--- config.mk ---
export PLATFORM = sky130hd
export DESIGN_NAME = sigma_16p_arb
export DESIGN_NICKNAME = d
export VERILOG_FILES = /design/src/rtl/sigma_16p_arb.sv
export SDC_FILE = /design/constraint.sdc
export NUM_CORES = 1
export LEC_CHECK = 0
export ABC_AREA = 1
export CORE_ASPECT_RATIO = 1.75
export CORE_MARGIN = 2
export CORE_UTILIZATION = 55
export CTS_CLUSTER_DIAMETER = 100
export DETAILED_ROUTE_END_ITERATION = 8
export GPL_TIMING_DRIVEN = 0
export PLACE_DENSITY_LB_ADDON = 0.3
export SLEW_MARGIN = 25
export SYNTH_ARGS = -nofsm -noshare
export SYNTH_HDL_FRONTEND = slang
export SYNTH_SLANG_ARGS = --single-unit
--- constraint.sdc ---
create_clock -name clk -period 8.05 [get_ports clk]
set_input_delay 0.805 -clock clk [delete_from_list [all_inputs] [get_ports clk]]
set_output_delay 0.805 -clock clk [all_outputs]
set_load 0.1 [all_outputs]
--- src/rtl/sigma_16p_arb.sv ---
// sigma_16p_arb: four-channel round-robin scheduler around one shared
// accumulate-16 datapath. One channel is granted at a time. The block takes
// 16 sign-magnitude samples from that channel and then emits a 12-bit
// two's-complement frame sum tagged with the channel id.
// Optional feature: define SIGMA_ARB_TIMEOUT_EN to abort a frame after 16
// consecutive stall cycles and pulse err. Otherwise err is tied low.
module sigma_16p_arb #(
    parameter int NCH   = 4,
    parameter int NSAMP = 16
) (
    input  logic        clk,
    input  logic        res,
    input  logic [3:0]  req,
    input  logic [31:0] data_in,
    output logic [3:0]  ack,
    output logic [1:0]  grant_id,
    output logic        busy,
    output logic [11:0] data_out,
    output logic [1:0]  out_ch,
    output logic        syn_out,
    output logic        err
);

    typedef enum logic [1:0] {
        ST_IDLE = 2'd0,
        ST_BUSY = 2'd1,
        ST_DONE = 2'd2
    } state_t;

    state_t      state_q;
    logic [1:0]  grant_q;
    logic [1:0]  ptr_q;
    logic [3:0]  cnt_q;
    logic [11:0] acc_q;
    logic        busy_q;
    logic [11:0] data_out_q;
    logic [1:0]  out_ch_q;
    logic        syn_q;

    logic [7:0]  sample_s;
    logic        take_s;
    logic [11:0] acc_d;
    logic [3:0]  cnt_d;
    logic [1:0]  pick_s;

    // Sign-magnitude to 12-bit two's complement. Negative zero maps to 0.
    function automatic logic [11:0] sm_to_s12(input logic [7:0] s);
        logic [11:0] m;
        m = {5'b00000, s[6:0]};
        if (s[7]) begin
            return 12'd0 - m;
        end else begin
            return m;
        end
    endfunction

    // Return the first requester at or after p, scanning p, p+1, ... mod NCH.
    function automatic logic [1:0] rr_pick(input logic [3:0] r, input logic [1:0] p);
        logic [1:0] sel;
        logic [1:0] idx;
        logic       found;
        sel   = p;
        found = 1'b0;
        for (int i = 0; i < NCH; i++) begin
            idx = p + 2'(i);
            if (!found && r[idx]) begin
                sel   = idx;
                found = 1'b1;
            end
        end
        return sel;
    endfunction

    // Acknowledge and accumulate the granted lane. No ack outside BUSY.
    always_comb begin
        sample_s = data_in[{grant_q, 3'b000} +: 8];
        take_s   = (state_q == ST_BUSY) && req[grant_q];
        acc_d    = acc_q + sm_to_s12(sample_s);
        cnt_d    = cnt_q + 4'd1;
        pick_s   = rr_pick(req, ptr_q);
        if (take_s) begin
            ack = 4'b0001 << grant_q;
        end else begin
            ack = 4'b0000;
        end
    end

`ifdef SIGMA_ARB_TIMEOUT_EN
    logic [3:0] stall_q;
    logic       err_q;
`endif

    // Scheduler FSM, datapath registers and registered outputs.
    always_ff @(posedge clk) begin
        if (res) begin
            state_q    <= ST_IDLE;
            grant_q    <= 2'd0;
            ptr_q      <= 2'd0;
            cnt_q      <= 4'd0;
            acc_q      <= 12'd0;
            busy_q     <= 1'b0;
            data_out_q <= 12'd0;
            out_ch_q   <= 2'd0;
            syn_q      <= 1'b0;
`ifdef SIGMA_ARB_TIMEOUT_EN
            stall_q    <= 4'd0;
            err_q      <= 1'b0;
`endif
        end else begin
            syn_q <= 1'b0;
`ifdef SIGMA_ARB_TIMEOUT_EN
            err_q <= 1'b0;
`endif
            case (state_q)
                ST_IDLE: begin
                    if (|req) begin
                        grant_q <= pick_s;
                        acc_q   <= 12'd0;
                        cnt_q   <= 4'd0;
                        busy_q  <= 1'b1;
                        state_q <= ST_BUSY;
`ifdef SIGMA_ARB_TIMEOUT_EN
                        stall_q <= 4'd0;
`endif
                    end else begin
                        state_q <= ST_IDLE;
                    end
                end
                ST_BUSY: begin
                    if (take_s) begin
                        acc_q <= acc_d;
                        cnt_q <= cnt_d;
`ifdef SIGMA_ARB_TIMEOUT_EN
                        stall_q <= 4'd0;
`endif
                        // Last sample of the frame moves to DONE.
                        if (cnt_q == 4'(NSAMP - 1)) begin
                            busy_q  <= 1'b0;
                            state_q <= ST_DONE;
                        end else begin
                            state_q <= ST_BUSY;
                        end
`ifdef SIGMA_ARB_TIMEOUT_EN
                    end else if (stall_q == 4'd15) begin
                        // Sixteenth consecutive stall: drop the frame.
                        err_q   <= 1'b1;
                        ptr_q   <= grant_q + 2'd1;
                        busy_q  <= 1'b0;
                        state_q <= ST_IDLE;
                    end else begin
                        stall_q <= stall_q + 4'd1;
                    end
`else
                    end else begin
                        state_q <= ST_BUSY;
                    end
`endif
                end
                ST_DONE: begin
                    data_out_q <= acc_q;
                    out_ch_q   <= grant_q;
                    syn_q      <= 1'b1;
                    ptr_q      <= grant_q + 2'd1;
                    state_q    <= ST_IDLE;
                end
                default: begin
                    busy_q  <= 1'b0;
                    state_q <= ST_IDLE;
                end
            endcase
        end
    end

    assign grant_id = grant_q;
    assign busy     = busy_q;
    assign data_out = data_out_q;
    assign out_ch   = out_ch_q;
    assign syn_out  = syn_q;
`ifdef SIGMA_ARB_TIMEOUT_EN
    assign err      = err_q;
`else
    assign err      = 1'b0;
`endif

endmodule

==> results.py <==
metrics = {
    "outcome": {
        "status": "completed",
    },
    "setup_path": {
        "arrival_ps": 3250,
        "path_buf_inv": 4,
        "startpoint_type": "input pin",
        "critPathKind": "in2out",
        "cp.required_ps": 7240,
        "endpoint_kind": "output pin",
        "cpMaxStageDelayCell": "clkdlybuf4s50_1",
        "cp_common_cell": "clkdlybuf4s50_1",
        "critPathTopFamily": "buffers and inverters",
        "crit_chain": "clkdlybuf4s50_1, inv_1, o21ai_0, a21oi_1, nor2_2, inv_2, nor2_1, clkdlybuf4s50_1",
        "critPathMaxFanout": 6,
        "rrSetupSlack_ps": 4790,
        "slowest_delay_ps": 1140,
    },
    "sta": {
        "setup_viol": 0,
        "slew_viol_final": 0,
        "tightest_slew_ps": 979,
        "slew_headroom": 0.345,
        "layout_min_cycle_time_ps": 4060,
        "hold_slack_ps": 488,
        "max_freq_mhz": 246,
        "fin_setup_tns_ps": 0,
        "skew_ps": 4.13,
        "rsz0062_at_grt": "no",
        "finalHoldViolCount": 0,
        "fin_crit_sh": 0.504,
    },
    "clock_tree": {
        "htree_levels": 2,
        "cts_resized": 0,
        "cts_buffers": 5,
        "hold_buffers": 0,
        "post_cts_buffers": 0,
        "clk_latency_ps": 300,
        "cts_buffer_depth": 2,
        "cts_root_buf": "clkbuf_8",
        "cts_sinks": 38,
        "tritoncts": "done",
        "clkTransAtPathRegs_ps": 70,
    },
    "detailed_routing": {
        "post_drt_wl_per_cell_um": 14.4,
        "route.detailed.drc": 0,
        "drt_iter0_markers": 102,
        "vias": 2827,
        "ant_nets": 0,
        "drt-pass1-iter-count": 4,
        "viasPerCell": 5.42,
        "wirelength_um": 7520,
    },
    "logic_synthesis": {
        "syn_area_per_cell_um2": 7.00,
        "synth-xor-area-share": 0.0342,
        "yosys.cell_types.count": 41,
        "netlist.area_leader.share": 0.270,
        "yosys.area_share.simple": 0.340,
        "synthAdderAreaFrac": 0.0827,
        "yosysWarnings": 0,
        "syn_area_um2": 2810,
        "synth_top_family_by_area": "simple AND/OR/NAND/NOR gates",
        "syn_nets": 458,
        "synth_seq_cells": 38,
        "syn_inst": 402,
        "synth-compound-area-share": 0.159,
        "synthMuxAreaShare": 0,
        "yosys-top-cells-area": "dfxtp_1 27%, nand2_1 11%, ha_1 7.6%, a21oi_1 5.5%, inv_1 5.3%",
        "yosys.area.top_type": "dfxtp_1",
        "ys_seq_area_frac": 0.270,
    },
    "global_routing": {
        "grt-ovfl-total": 0,
        "grt_usage": 0.272,
        "grt_pass1_vias": 2841,
        "busiest_layer": "met2",
        "grtUsageMet3": 0.0446,
        "grt_max_degree": 12,
        "grt_pass1_wl_um": 12200,
        "use_met2": 0.539,
        "antenna_found_initial": 0,
        "met1_usage": 0.258,
    },
    "floorplanning": {
        "chipWidth_um": 58.1,
        "fp-row-count": 34,
        "dieArea_um2": 5730,
        "io_pins": 61,
        "die_y_um": 98.6,
        "fp.coreArea_um2": 4930,
        "initial_core_util": 0.570,
    },
    "placement": {
        "postPlaceCellArea_um2": 3460,
        "gp_congestion": 0.856,
        "dpl.hpwl_um": 5910,
        "place.port_buffers": 58,
    },
    "final_layout": {
        "layout_commonest_cell": "nand2_1",
        "layout_common_cells": "86 x nand2_1, 58 x clkdlybuf4s50_1, 40 x inv_1",
        "nets": 523,
        "final_util": 0.720,
        "drive_above_1_share": 0.145,
        "final_cell_area_um2": 3550,
        "diodes": 0,
        "multi_input_area_um2": 1740,
        "regArea_um2": 761,
        "area.growth.synth_to_final_pct": 26.3,
        "num-fill-cells": 432,
    },
    "pwr": {
        "powerDensity_nw_per_um2": 159,
        "p_leak_nw": 1.57,
        "vdd_drop_max_mv": 0.160,
        "p_total_uw": 563,
    },
    "min_path": {
        "min-delay-path-class": "reg2reg",
    },
    "flow_run": {
        "maxCapViolations": 0,
    },
}
metal layers:
layer  up-vias  wire, um
met5         -         0
met4         0       276
met3        24       249
met2        57      4300
met1      1321      2690
li1       1425         -
sequential cells by signal (all words and copies together), names as in the netlist:
signal	count
out_ch	2
state_q	2
busy	1
grant_id	2
ptr_q	2
syn_out	1
cnt_q	4
data_out	12
acc_q	12
metrics by stage:
stage / std cells / setup slack, ps
floorplan: 402 / 4120
global placement: 514 / 4000
detailed placement: 514 / 3990
CTS: 522 / 3990
global route: 522 / 3830
finish: 522 / 3990
worst register-to-register path: stages, from the launching register on:
cell and delay, ps:
dfxtp_1 430, buf_6 190, inv_6 50, buf_12 140, nand3_2 70, nand2_2 90, ha_1 300, o21ai_0 380
inv_1 90, ha_1 290, nand2_1 50, nand2_1 60, a21oi_1 90, o31ai_1 360, nand3_2 150, nand2_2 90
nand2_2 60, nand2_1 60, nand2_1 50, nand3_1 90, a21oi_2 50
where the power goes:
group / switching [mW] / total, mW / internal, mW
Combinational: 0.135 / 0.223 / 0.0884
Clock: 0.0676 / 0.137 / 0.0691
Sequential: 0.00811 / 0.204 / 0.195
Total: 0.210 / 0.563 / 0.353
logic make-up after synthesis:
logic type | Yosys count
AO/OA/AOI/OAI | 80
adder cells (fa/ha/maj) | 18
buffers and inverters | 63
AND/OR/NAND/NOR | 191
other | 1
flip-flops | 38
XOR/XNOR | 11
final cells by class:
cell class / count / share of cell area
multi-input cells: 301 / 0.489
flip-flops and latches: 38 / 0.214
repair buffers: 58 / 0.163
inverters: 46 / 0.0500
plain buffers: 17 / 0.0387
clock buffers: 7 / 0.0243
well taps: 54 / 0.0190
clock inverters: 1 / 0.00141
cell usage after synthesis (all sizes together):
cell and count:
nor3 5, o21bai 2, nand4 2, inv 45
nor4 1, fa 1, or2 3, conb 1
dfxtp 38, xor2 7, nand3 34, o21ai 37
xnor2 4, and2 1, a21oi 34, ha 17
clkbuf 6, nand3b 1, nor2 38, nand2 106
clkinv 1, o32ai 1, a31oi 2, buf 11
o31ai 1, o21a 3
path summary, 6_finish.rpt:
| path | endpoint | cells past startpoint | from |
|---|---|---|---|
| worst max-delay path | ack[1] | 8 | req[1] |
| worst min-delay path | busy | 2 | busy |
| worst max register to register | acc_q[11] | 20 | grant_id[1] |
| worst min register to register | busy | 2 | busy |
(Power assumes the default switching activity.)
